`config.mk`:
```
export PLATFORM = sky130hd
export DESIGN_NAME = audio_feed_sw_debounce
export DESIGN_NICKNAME = d
export VERILOG_FILES = /design/src/rtl/audio_feed_sw_pkg.sv /design/src/rtl/audio_feed_sw_debounce_tick.sv /design/src/rtl/audio_feed_sw_debounce.sv
export SDC_FILE = /design/constraint.sdc
export NUM_CORES = 1
export LEC_CHECK = 0
export ABC_AREA = 1
export CAP_MARGIN = 5
export CORE_UTILIZATION = 35
export DETAILED_ROUTE_END_ITERATION = 10
export PLACE_DENSITY_LB_ADDON = 0.25
export SETUP_SLACK_MARGIN = 0.15
export SLEW_MARGIN = 20
export SYNTH_ARGS = -nofsm -noshare
export SYNTH_HDL_FRONTEND = slang
export SYNTH_SLANG_ARGS = --single-unit
```
`constraint.sdc`:
```
create_clock -name clk -period 2.12 [get_ports clk]
set_input_delay 0.212 -clock clk [delete_from_list [all_inputs] [get_ports clk]]
set_output_delay 0.212 -clock clk [all_outputs]
set_load 0.02 [all_outputs]
```
`src/rtl/audio_feed_sw_pkg.sv`:
```
// Shared defaults and types for the audio feed switch conditioner.
package audio_feed_sw_pkg;

    localparam int N_SW_DEFAULT         = 10;
    localparam int TICK_DIV_DEFAULT     = 50000;
    localparam int STABLE_TICKS_DEFAULT = 20;

    typedef logic [N_SW_DEFAULT-1:0] sw_vec_t;

    function automatic int cnt_width(input int stable_ticks);
        return $clog2(stable_ticks + 1);
    endfunction

endpackage

```
`src/rtl/audio_feed_sw_debounce_tick.sv`:
```
// Free-running divider producing a one-cycle debounce tick every TICK_DIV cycles.
// Shared by the switch and key debouncers.
module sw_debounce_tick
    import audio_feed_sw_pkg::*;
#(
    parameter int TICK_DIV = TICK_DIV_DEFAULT
) (
    input  logic clk,
    input  logic reset,
    output logic tick
);

    localparam int DW = $clog2(TICK_DIV);
    localparam logic [DW-1:0] DIV_LAST = DW'(TICK_DIV - 1);

    logic [DW-1:0] r_div;

    // Divider counter, wraps after the last count.
    always_ff @(posedge clk) begin
        if (reset) begin
            r_div <= '0;
        end else if (r_div == DIV_LAST) begin
            r_div <= '0;
        end else begin
            r_div <= r_div + DW'(1);
        end
    end

    assign tick = (r_div == DIV_LAST);

endmodule

```
`src/rtl/audio_feed_sw_debounce.sv`:
```
// Switch conditioner: two-flop synchronizer, shared tick, per-bit debounce counters.
// Optional one-cycle edge pulses are built when AUDIO_FEED_SW_DEBOUNCE_PULSE_EN is defined.
module audio_feed_sw_debounce
    import audio_feed_sw_pkg::*;
#(
    parameter int N_SW         = N_SW_DEFAULT,
    parameter int TICK_DIV     = TICK_DIV_DEFAULT,
    parameter int STABLE_TICKS = STABLE_TICKS_DEFAULT
) (
    input  logic            clk,
    input  logic            reset,
    input  logic [N_SW-1:0] sw_in,
    output logic [N_SW-1:0] sw_out,
    output logic            tick
`ifdef AUDIO_FEED_SW_DEBOUNCE_PULSE_EN
    ,
    output logic [N_SW-1:0] rise_pulse,
    output logic [N_SW-1:0] fall_pulse
`endif
);

    localparam int CW = cnt_width(STABLE_TICKS);
    localparam logic [CW-1:0] CNT_LAST = CW'(STABLE_TICKS - 1);

    logic [N_SW-1:0] r_s1;
    logic [N_SW-1:0] r_s2;
    logic [N_SW-1:0] w_sw_out;
    logic            w_tick;

    sw_debounce_tick #(
        .TICK_DIV (TICK_DIV)
    ) u_tick (
        .clk   (clk),
        .reset (reset),
        .tick  (w_tick)
    );

    // Two-flop synchronizer; only r_s2 is used downstream.
    always_ff @(posedge clk) begin
        if (reset) begin
            r_s1 <= '0;
            r_s2 <= '0;
        end else begin
            r_s1 <= sw_in;
            r_s2 <= r_s1;
        end
    end

    for (genvar gi = 0; gi < N_SW; gi++) begin : g_bit
        logic [CW-1:0] r_cnt;
        logic          r_out;

        // Any cycle back at the current level cancels a pending change.
        always_ff @(posedge clk) begin
            if (reset) begin
                r_cnt <= '0;
                r_out <= 1'b0;
            end else if (r_s2[gi] == r_out) begin
                r_cnt <= '0;
            end else if (w_tick && (r_cnt == CNT_LAST)) begin
                r_out <= r_s2[gi];
                r_cnt <= '0;
            end else if (w_tick) begin
                r_cnt <= r_cnt + CW'(1);
            end else begin
                r_cnt <= r_cnt;
            end
        end

        assign w_sw_out[gi] = r_out;
    end

    assign sw_out = w_sw_out;
    assign tick   = w_tick;

`ifdef AUDIO_FEED_SW_DEBOUNCE_PULSE_EN
    logic [N_SW-1:0] r_prev;
    logic [N_SW-1:0] r_rise;
    logic [N_SW-1:0] r_fall;

    // Edge pulses land the cycle after sw_out moves.
    always_ff @(posedge clk) begin
        if (reset) begin
            r_prev <= '0;
            r_rise <= '0;
            r_fall <= '0;
        end else begin
            r_prev <= w_sw_out;
            r_rise <= w_sw_out & ~r_prev;
            r_fall <= ~w_sw_out & r_prev;
        end
    end

    assign rise_pulse = r_rise;
    assign fall_pulse = r_fall;
`endif

endmodule
```
======== Word level (Yosys, flattened, before mapping) ========
Cells that the tools add are included.
storage, ports and cells
  bits in registers ....................... 96
cells by class
  add/sub/neg operators ................... 11
  equality and inequality tests ........... 21
  bitwise gates (word level) .............. 10
  reductions and logical operators ........ 31
operators by type and width
  kind                                                              number
  5-bit by 1-bit adder with 5-bit output (second input constant)    10
  5-bit equality test (second input constant)                       10
  3-bit OR reduction                                                10
  2-bit AND reduction                                               10
  16-bit by 1-bit adder with 16-bit output (second input constant)  1
  16-bit equality test (second input constant)                      1
  1-bit equality test                                               10
  1-bit logical AND                                                 10
  1-bit NOT                                                         10
  2-bit OR reduction                                                1

======== Depth between registers and ports, before layout ========
  word-level depth ........................ 3
  depth in mapped cells ................... 9
  gate-level depth less buffers ........... 8

======== Hierarchy ========
A second synthesis with hierarchy kept.
second synthesis, totals
  cells, all modules ...................... 605
  area, all modules ....................... 4519.3 um2
modules (own cells, without submodules)
  module                  instances  cells each  area an instance (um2)  sequential area each (um2)
  audio_feed_sw_debounce  1          478         3688.5                  1601.5
  sw_debounce_tick        1          127         830.8                   320.3

======== Worst setup path after synthesis ========
OpenSTA, ideal clock, no wires.
  path kind ............................... flip-flop to output port
  start ................................... register u_tick.r_div[0]
  end ..................................... output tick
  data arrival time ....................... 1.212 ns
  slack ................................... 0.696 ns
  stages on the path, launching flop included .. 7
  path buffers ............................ 1
  cell sequence ........................... dfxtp_1 -> ha_1 -> nand3_2 -> nor2_1 -> nand2_1 -> buf_2 -> inv_1
between the ends
  cells in the longest elaborated chain, start to end .. 1
ends and longest elaborated chain
  what                    RTL line                           RTL
  start, declared         audio_feed_sw_debounce_tick.sv:16  logic [DW-1:0] r_div;
  start signal, assigned  audio_feed_sw_debounce_tick.sv:25  r_div <= r_div + DW'(1);
  16-bit equality test    audio_feed_sw_debounce_tick.sv:29  assign tick = (r_div == DIV_LAST);
  end, declared           audio_feed_sw_debounce.sv:14       output logic tick
No other way between the ends.

======== Worst setup path in the final report ========
Same ends and word-level chain as after synthesis.

==> impl_metrics.json <==
{
  "cts_tree": "built",
  "drv_slew": 0,
  "coreArea_um2": 12800,
  "ys_seq_area_share_pct": 41.0,
  "slew_headroom_pct": 69.3,
  "postSynthRegisterBits": 96,
  "die_w_um": 118,
  "finalSetupViolations": 0,
  "antenna_found_initial": 0,
  "holdBufCountCts": 0,
  "cp_max_fo": 4,
  "wl_per_cell_um": 11.5,
  "pre_cts_ws_ps": 284,
  "p_comb_share_pct": 2.4,
  "peakVddDrop_mv": 0.325,
  "grt_max_degree": 51,
  "grt_pass1_wl_mm": 16.7,
  "cp_slowest_stage_delay_ps": 370,
  "cts_root_buf": "clkbuf_16",
  "grtUsageMet3_pct": 2.86,
  "critical-path-top-delay-family": "simple AND/OR/NAND/NOR gates",
  "clk_pin_slew_ps": 70,
  "cts_buffers": 9,
  "cp-end-kind": "output pin",
  "final.setup.tns_ps": 0,
  "synth_area_um2": 4680,
  "regArea_um2": 1920,
  "io_buffers": 22,
  "die_area_um2": 13800,
  "cp_num_buf_inv": 2,
  "required_ps": 1910,
  "die_h_um": 118,
  "grt_usage_pct": 14.5,
  "seq_power_share_pct": 51.9,
  "rsz0062_at_grt": "false",
  "placed_area_um2": 4980,
  "met1_usage_pct": 17.6,
  "multi_input_area_um2": 2270,
  "critPathArrivalTime_ps": 1570,
  "antenna_cells": 0,
  "drt_iter0_drc": 169,
  "clkPwrFrac_pct": 45.7,
  "postRouteAntennaNets": 0,
  "drive_gt1_share_pct": 5.17,
  "pwr_density_cell_nw_per_um2": 671,
  "power_switching_uw": 733,
  "fin_area_um2": 5270,
  "min_period_ps": 1780,
  "utilization_pct": 41.1,
  "netSwitchingFraction_pct": 20.7,
  "crit_type": "reg -> out",
  "synthCells": 672,
  "num_vias": 4027,
  "hold_class": "in -> reg",
  "crit_chain": "ha_1, nand3_2, nor2_1, nand2_1, inv_1, clkbuf_2",
  "finalWirelength_mm": 9.74,
  "post-route-drc-count": 0,
  "leakagePower_uw": 0.00196,
  "syn_nets": 695,
  "rows": 41,
  "yosys_warnings": 0,
  "dpl.hpwl_mm": 6.31,
  "grt_overflow": 0,
  "slowest_stage": "dfxtp_1",
  "worst_pin_slew_ps": 461,
  "nets": 695,
  "fin_crit_sh_pct": 84.0,
  "insertion_delay_ps": 340,
  "finalHoldViolations": 0,
  "htreeDepth": 3,
  "cts_setup_buffers": 0,
  "clockBufferDepth": 2,
  "grt_pass1_vias": 3756,
  "area_growth_pct": 12.5,
  "routabilityCongestion": 0.827,
  "grt_most_used_layer": "met2",
  "syn_area_per_cell_um2": 6.97,
  "start_util_pct": 36.5,
  "outcome": "completed",
  "layout_setup_ws_ps": 339,
  "cts_sinks": 96,
  "intPower_uw": 2810,
  "ys_types": 22,
  "fin_skew_ps": 6.19,
  "critPathLaunchType": "flip-flop",
  "vias_per_cell": 4.74,
  "ios": 23,
  "maxCapViolCount": 0,
  "fmax_ghz": 0.562,
  "gr-usage-met2_pct": 25.4,
  "nFillCells": 1344,
  "dr.pass1.iters": 4
}
-- registers in the layout, indices dropped and copies added, names as in the netlist --
name	flops
g_bit.r_out	10
r_s2	10
r_s1	10
g_bit.r_cnt	50
u_tick.r_div	16
-- kinds of logic (layout without fill, tap and decap cells) --
logic type / count (synthesis) / count (layout) / share of synthesized area (%)
AO/OA/AOI/OAI: 60 / 60 / 6.41
XOR/XNOR: 24 / 24 / 4.49
flip-flops: 96 / 96 / 41.0
buffers and inverters: 111 / 116 / 10.6
AND/OR/NAND/NOR: 370 / 370 / 34.5
adder cells (fa/ha/maj): 11 / 11 / 2.94
-- cell usage after synthesis, drive strengths merged --
| cell type | count | share of area (%) |
|---|---|---|
| xor2 | 14 | 2.6 |
| or2 | 2 | 0.27 |
| nand3 | 78 | 8.4 |
| nor2 | 87 | 7.1 |
| dfxtp | 96 | 41 |
| inv | 69 | 5.5 |
| ha | 11 | 2.9 |
| nand3b | 12 | 1.9 |
| o21ai | 1 | 0.11 |
| nor3 | 7 | 0.75 |
| a21oi | 59 | 6.3 |
| clkbuf | 12 | 0.96 |
| buf | 30 | 4.1 |
| xnor2 | 10 | 1.9 |
| nand2 | 162 | 13 |
| nand4 | 22 | 2.9 |
-- worst reg2reg max path: cells and delay by family, from the launching register on --
kind	cells	cell delay [ps]
AND/OR/NAND/NOR	4	690
AO/OA/AOI/OAI	1	80
adder cells (fa/ha/maj)	1	220
buffers and inverters	1	250
flip-flops	1	370
-- per-layer routing --
metal	share of wire, %	up-vias
met4	1.4	0
met3	2.3	12
met5	0	-
met1	49	1850
met2	47	31
li1	-	2134
-- layout by cell type, fill, tap and decap left out, drive strengths merged --
cell,count
bufinv,1
nor2,87
ha,11
dfxtp,96
clkbuf,11
clkinv,5
a21oi,59
nand2,162
o21ai,1
inv,69
clkdlybuf4s50,21
nand3,78
xor2,14
nand4,22
or2,2
nand3b,12
nor3,7
xnor2,10
buf,9
-- path summary, 6_finish.rpt --
| check | start | endpoint | slack, ps | depth (start not counted) |
|---|---|---|---|---|
| setup / recovery | u_tick.r_div[0] | tick | 340 | 6 |
| setup reg to reg | u_tick.r_div[0] | g_bit[0].r_cnt[2] | 400 | 7 |
| hold reg to reg | r_s1[8] | r_s2[8] | 400 | 2 |
| hold / removal | sw_in[9] | r_s1[9] | 380 | 3 |
-- cell type report --
class	instances	share of cell area, %
inverters	69	4.91
multi-input cells	465	43.0
clock buffers	10	4.53
flip-flops and latches	96	36.5
repair buffers	31	5.84
well taps	172	4.08
clock inverters	6	1.12
-- what timing repair did --
action	4_1_cts	5_1_grt
gates resized for setup	1	2
endpoints found under the setup margin	1	1
cloned	0	0
-- stage by stage --
step / hold WS (ps) / cells / power [uW]
floorplan: 319 / 672 / 1920
global placement: 393 / 833 / 1960
detailed placement: 394 / 833 / 1970
CTS: 375 / 849 / 3590
global route: 393 / 849 / 3680
finish: 381 / 849 / 3540
-- power by group through the flow --
stage          clock network (uW)  logic (uW)  registers (uW)
2_1_floorplan                   0        48.6            1880
3_3_place_gp                    0        85.4            1880
3_5_place_dp                    0        86.8            1880
4_1_cts                      1670        86.9            1840
5_1_grt                      1740        95.6            1840
6_report                     1620        84.6            1840
Note: power is estimated with default switching activity, not from simulation.
